**config.mk**
```make
export PLATFORM = sky130hd
export DESIGN_NAME = mips_bus_master
export DESIGN_NICKNAME = d
export VERILOG_FILES = /design/src/rtl/mips_bus_pkg.sv /design/src/rtl/mips_bus_lane_fmt.sv /design/src/rtl/mips_bus_master.sv
export SDC_FILE = /design/constraint.sdc
export NUM_CORES = 1
export LEC_CHECK = 0
export CORE_MARGIN = 5
export CORE_UTILIZATION = 35
export DETAILED_ROUTE_END_ITERATION = 8
export PLACE_DENSITY = 0.8
export SYNTH_ARGS = -nofsm -noshare
export SYNTH_HDL_FRONTEND = slang
export SYNTH_SLANG_ARGS = --single-unit
```
**constraint.sdc**
```tcl
create_clock -name clk -period 5.7 [get_ports clk]
set_input_delay 1.14 -clock clk [delete_from_list [all_inputs] [get_ports clk]]
set_output_delay 1.14 -clock clk [all_outputs]
set_load 0.01 [all_outputs]
```
**src/rtl/mips_bus_pkg.sv**
```systemverilog
// Shared types and lane constants for the MIPS Avalon-MM bus master.
package mips_bus_pkg;

   typedef enum logic [1:0] {IDLE, BUS, RESP} state_t;

   typedef enum logic [1:0] {
      SIZE_BYTE = 2'b00,
      SIZE_HALF = 2'b01,
      SIZE_WORD = 2'b10
   } size_t;

   localparam logic [3:0] BE_WORD    = 4'b1111;
   localparam logic [3:0] BE_LO_HALF = 4'b0011;
   localparam logic [3:0] BE_HI_HALF = 4'b1100;

endpackage

```
**src/rtl/mips_bus_lane_fmt.sv**
```systemverilog
// Little-endian lane steering: byteenable/writedata for stores and
// right-justified, sign- or zero-extended load data.
module mips_bus_lane_fmt
   import mips_bus_pkg::*;
(
   input  size_t       size,
   input  logic [1:0]  addr_lo,
   input  logic        sign_ext,
   input  logic [31:0] wdata,
   input  logic [31:0] rdata_raw,
   output logic [3:0]  byteenable,
   output logic [31:0] writedata,
   output logic [31:0] rdata_ext
);

   logic [31:0] shifted;

   always_comb begin
      shifted    = rdata_raw >> {addr_lo, 3'b000};
      byteenable = BE_WORD;
      writedata  = wdata;
      rdata_ext  = rdata_raw;
      case (size)
         SIZE_BYTE: begin
            byteenable = 4'b0001 << addr_lo;
            writedata  = {4{wdata[7:0]}};
            rdata_ext  = {{24{sign_ext & shifted[7]}}, shifted[7:0]};
         end
         SIZE_HALF: begin
            byteenable = addr_lo[1] ? BE_HI_HALF : BE_LO_HALF;
            writedata  = {2{wdata[15:0]}};
            rdata_ext  = {{16{sign_ext & shifted[15]}}, shifted[15:0]};
         end
         default: ;
      endcase
   end

endmodule

```
**src/rtl/mips_bus_master.sv**
```systemverilog
// Avalon-MM master arbitrating fetch and load/store channels of the MIPS core.
// Optional waitrequest watchdog enabled by defining MIPS_BUS_TIMEOUT_EN.
module mips_bus_master
   import mips_bus_pkg::*;
#(
   parameter int unsigned ADDR_W         = 32,
   parameter bit          DATA_PRIORITY  = 1'b1,
   parameter int unsigned TIMEOUT_CYCLES = 1024
) (
   input  logic              clk,
   input  logic              reset,
   input  logic              i_req,
   input  logic [ADDR_W-1:0] i_addr,
   output logic              i_ack,
   output logic              i_err,
   output logic [31:0]       i_rdata,
   input  logic              d_req,
   input  logic              d_we,
   input  logic [1:0]        d_size,
   input  logic              d_signed,
   input  logic [ADDR_W-1:0] d_addr,
   input  logic [31:0]       d_wdata,
   output logic              d_ack,
   output logic              d_err,
   output logic [31:0]       d_rdata,
   output logic              busy,
   output logic              bus_timeout,
   output logic [ADDR_W-1:0] address,
   output logic              read,
   output logic              write,
   input  logic              waitrequest,
   output logic [31:0]       writedata,
   output logic [3:0]        byteenable,
   input  logic [31:0]       readdata
);

   state_t            state;
   logic              is_data, fault, sign_q;
   size_t             size_q, d_sz, sel_size, fmt_size;
   logic [1:0]        lo_q, sel_lo, fmt_lo;
   logic              grant_d, grant_i, d_bad, i_bad, sel_bad, fmt_sign, timed_out;
   logic [ADDR_W-1:0] sel_addr;
   logic [3:0]        fmt_be;
   logic [31:0]       fmt_wd, fmt_rd;

`ifdef MIPS_BUS_TIMEOUT_EN
   localparam int unsigned CNT_W = $clog2(TIMEOUT_CYCLES + 1);
   logic [CNT_W-1:0] wd_cnt;
   logic             timeout_q;
   assign bus_timeout = timeout_q;
`else
   assign bus_timeout = 1'b0;
`endif

   always_comb begin
      d_sz     = size_t'(d_size);
      grant_d  = d_req && (DATA_PRIORITY || !i_req);
      grant_i  = i_req && !grant_d;
      d_bad    = (d_size == 2'b11) || (d_sz == SIZE_HALF && d_addr[0]) ||
                 (d_sz == SIZE_WORD && d_addr[1:0] != 2'b00);
      i_bad    = i_addr[1:0] != 2'b00;
      sel_bad  = grant_d ? d_bad : i_bad;
      sel_addr = grant_d ? d_addr : i_addr;
      sel_size = (grant_d && !d_bad) ? d_sz : SIZE_WORD;
      sel_lo   = grant_d ? d_addr[1:0] : 2'b00;
      // Formatter sees the live request in IDLE and the latched one during BUS.
      fmt_size = (state == IDLE) ? sel_size : size_q;
      fmt_lo   = (state == IDLE) ? sel_lo : lo_q;
      fmt_sign = (state == IDLE) ? (grant_d && d_signed) : sign_q;
`ifdef MIPS_BUS_TIMEOUT_EN
      timed_out = !fault && waitrequest && (wd_cnt == CNT_W'(TIMEOUT_CYCLES - 1));
`else
      timed_out = 1'b0;
`endif
   end

   mips_bus_lane_fmt u_lane_fmt (
      .size       (fmt_size),
      .addr_lo    (fmt_lo),
      .sign_ext   (fmt_sign),
      .wdata      (d_wdata),
      .rdata_raw  (readdata),
      .byteenable (fmt_be),
      .writedata  (fmt_wd),
      .rdata_ext  (fmt_rd)
   );

   always_ff @(posedge clk) begin
      if (reset) begin
         state      <= IDLE;
         read       <= 1'b0;
         write      <= 1'b0;
         address    <= '0;
         writedata  <= '0;
         byteenable <= '0;
         i_ack      <= 1'b0;
         d_ack      <= 1'b0;
         i_err      <= 1'b0;
         d_err      <= 1'b0;
         i_rdata    <= '0;
         d_rdata    <= '0;
         busy       <= 1'b0;
         is_data    <= 1'b0;
         fault      <= 1'b0;
         sign_q     <= 1'b0;
         size_q     <= SIZE_WORD;
         lo_q       <= 2'b00;
`ifdef MIPS_BUS_TIMEOUT_EN
         wd_cnt     <= '0;
         timeout_q  <= 1'b0;
`endif
      end else begin
         i_ack <= 1'b0;
         d_ack <= 1'b0;
         i_err <= 1'b0;
         d_err <= 1'b0;
         unique case (state)
            IDLE: begin
               if (grant_d || grant_i) begin
                  is_data <= grant_d;
                  fault   <= sel_bad;
                  size_q  <= sel_size;
                  lo_q    <= sel_lo;
                  sign_q  <= grant_d && d_signed;
                  busy    <= 1'b1;
                  state   <= BUS;
`ifdef MIPS_BUS_TIMEOUT_EN
                  wd_cnt  <= '0;
`endif
                  // A faulty access spends its BUS cycle with strobes low so that
                  // the error ack lands at the same latency as a zero-wait transfer.
                  if (!sel_bad) begin
                     address    <= {sel_addr[ADDR_W-1:2], 2'b00};
                     read       <= !(grant_d && d_we);
                     write      <= grant_d && d_we;
                     byteenable <= fmt_be;
                     writedata  <= fmt_wd;
                  end
               end
            end
            BUS: begin
               if (fault || !waitrequest || timed_out) begin
                  read  <= 1'b0;
                  write <= 1'b0;
                  state <= RESP;
                  if (is_data) begin
                     d_ack <= 1'b1;
                     d_err <= fault || timed_out;
                  end else begin
                     i_ack <= 1'b1;
                     i_err <= fault || timed_out;
                  end
                  if (read && !waitrequest) begin
                     if (is_data) d_rdata <= fmt_rd;
                     else         i_rdata <= fmt_rd;
                  end
               end
`ifdef MIPS_BUS_TIMEOUT_EN
               if (timed_out)                   timeout_q <= 1'b1;
               else if (waitrequest && !fault) wd_cnt    <= wd_cnt + 1'b1;
`endif
            end
            RESP: begin
               state <= IDLE;
               busy  <= 1'b0;
            end
            default: state <= IDLE;
         endcase
      end
   end

endmodule

```
==> out/results.ini <==
[die]
ios = 277
die_area_um2 = 21610
dieWidth_um = 147.0
start_util_pct = 35.36
coreArea_um2 = 18580
num_rows = 50
die_h_um = 147.0

[pwr]
power_density_nw_per_um2 = 279.8
swShare_pct = 29.29
pwr-share-seq_pct = 40.2
p_leak_nw = 3.436
ir_drop_v = 0.0001933
power.share.clock_pct = 40.2
internal-power_mw = 1.973
netSwitchingPower_uw = 817.2
p_comb_share_pct = 19.6

[logic_synthesis]
synthArstFlopShare_pct = 0
syn_area_um2 = 6570
syn_area_per_cell_um2 = 8.679
synth.distinct_cells = 58
synth_most_common_cell = dfxtp_1
netlist_top_cells_area = dfxtp_1, nor2_1, a211oi_1, nand2_1, mux2i_1
seq_area_frac_synth_pct = 44.49
yosys.area.top_type = dfxtp_1
synth_top_area_share_pct = 44.49
synth_common_cells = dfxtp_1, nor2_1, nand2_1, a211oi_1, clkbuf_1
syn_inst = 757
synth_edf_count = 0
ys_ff_latch = 146
ys.flop_type = dfxtp_1
yosysWarnings = 0

[hold_path]
hold_path_depth = 2
hp-class = flip-flop to flip-flop

[sta]
tightest_slew_ns = 1.299
rsz0062_at_grt = false
setup_ws_ns = 2.030
slew_headroom_pct = 12.99
fmax_mhz = 272.5
hold_violations = 0
period_minus_slack_ns = 3.670
finClkSkew_ns = 0.01001
drv_slew = 0
period_share_pct = 64.39
tns_ns = 0
holdWs_ns = 0.4502
setup_viol = 0

[critical_path]
cp.required_ns = 6.01
crit_path_end_kind = flip-flop
path_max_fanout = 15
r2r_cells = 6
cp-start-kind = input pin
worstPathArrival_ns = 3.98
crit_type = input pin to flip-flop

[route]
num_vias = 6935
route.met3.wl_um = 2319
wl_per_cell_um = 19.32
drt_iter0_drc = 410
drc = 0
top_layer = met4
via_per_inst = 5.629
ant_nets = 0
first_pass_iters = 6
route.met2.wl_um = 11040
wl_um = 23810
wl_met1_um = 9473

[global_route]
grt_pass1_wl_um = 36560
grt_max_degree = 97
grt.total_usage_pct = 21.20
gr-total-overflow = 0
antenna_found_initial = 0
grt_pass1_vias = 6612

[cts]
cts-resized-gates = 0
clk_pin_slew_ns = 0.06
root_buffer = clkbuf_16
htree_levels = 4
cts_sinks = 146
post_cts_buffers = 0
clockBufferDepth = 2
worstSkewPairLatency_ns = 0.43
hold_buffers = 0
cts_buffers = 17
cts_tree = yes

[cells_and_area]
final_area_um2 = 9972
multi_input_area_um2 = 3341
area_growth_pct = 51.78
final.fill_count = 1676
regArea_um2 = 2923
antenna_cells = 0
drive_gt1_share_pct = 6.914
nNetsFinal = 1122

[outcome]
status = finished, final reports clean

[place]
placed_area_um2 = 9383
place_ws_ns = 1.677
finalWeightedCongestion = 0.9031
dp_hpwl_um = 17320
port_buffers = 273

[job]
cap_violations = 0

final cells by class:
class                   instances  area share, %
clock buffers                  17          4.266
multi-input cells             530          33.50
well taps                     234          2.936
flip-flops and latches        146          29.31
clock inverters                15          1.644
repair buffers                283          28.08
inverters                       7         0.2635
kinds of logic (layout without fill, tap and decap cells):
family / count (synthesis) / in the layout / share of synthesized area [%]
DFF: 146 / 146 / 44.49
buffers and inverters: 83 / 322 / 5.218
other: 1 / 3 / 0.05708
muxes: 30 / 30 / 4.571
AOI/OAI and AO/OA: 235 / 235 / 28.05
and+or+nand+nor: 262 / 262 / 17.62
layer usage:
layer,global-route usage [%],vias to the layer above
met5,0,-
met4,10.34,0
met1,25.53,3249
li1,-,3269
met3,7.187,59
met2,33.97,358
through the flow:
stage / utilization [%] / std cells / power, mW
3_3_place_gp: 50.50 / 1200 / 1.682
4_1_cts: 53.67 / 1232 / 2.810
3_5_place_dp: 50.50 / 1200 / 1.691
2_1_floorplan: - / 759 / 1.398
6_report: 53.67 / 1232 / 2.790
5_1_grt: 53.67 / 1232 / 2.908
critical path, cell delays in order:
cell,delay (ns)
clkdlybuf4s50_1,0.68
nor4bb_1,0.32
buf_4,0.22
nor2_1,0.12
a31oi_1,0.99
nor2_1,0.14
o41ai_1,0.37
flip-flops by register name, summed over array words and instances (netlist names), 2 cells and up:
name and count:
lo_q 2, d_rdata 32, size_q 2, writedata 32
i_rdata 32, state 2, byteenable 4, address 30
cell usage in the layout, fill, tap and decap left out, types with 3 or more instances in the layout:
cell type,count
clkdlybuf4s50_1,271
dfxtp_1,146
nor2_1,116
nand2_1,89
a211oi_1,57
a21oi_1,47
a311oi_1,34
mux2i_1,30
o21ai_0,18
clkbuf_16,17
nand3_1,14
a311oi_2,14
o2111ai_1,14
buf_4,11
nand3b_1,10
a222oi_1,8
nand4_1,8
inv_1,7
inv_6,6
nor3_1,4
o31ai_1,4
a2bb2oi_1,4
nor3b_1,3
a221oi_1,3
conb_1,3
clkinvlp_4,3
inv_8,3
power by group through the flow:
stage	combinational, mW	clock, mW	sequential (mW)
2_1_floorplan	0.235	0	1.16
3_3_place_gp	0.540	0	1.14
3_5_place_dp	0.546	0	1.15
4_1_cts	0.549	1.14	1.12
5_1_grt	0.591	1.19	1.13
6_report	0.548	1.12	1.12
path summary, 6_finish.rpt:
path                               startpoint             to  slack [ns]
worst min-delay path            byteenable[2]  byteenable[2]        0.45
worst min register to register  byteenable[2]  byteenable[2]        0.45
worst max-delay path                d_addr[0]     d_rdata[7]        2.03
worst max register to register       state[1]     d_rdata[7]        2.50
No activity file was read; power rests on OpenSTA's default activity.
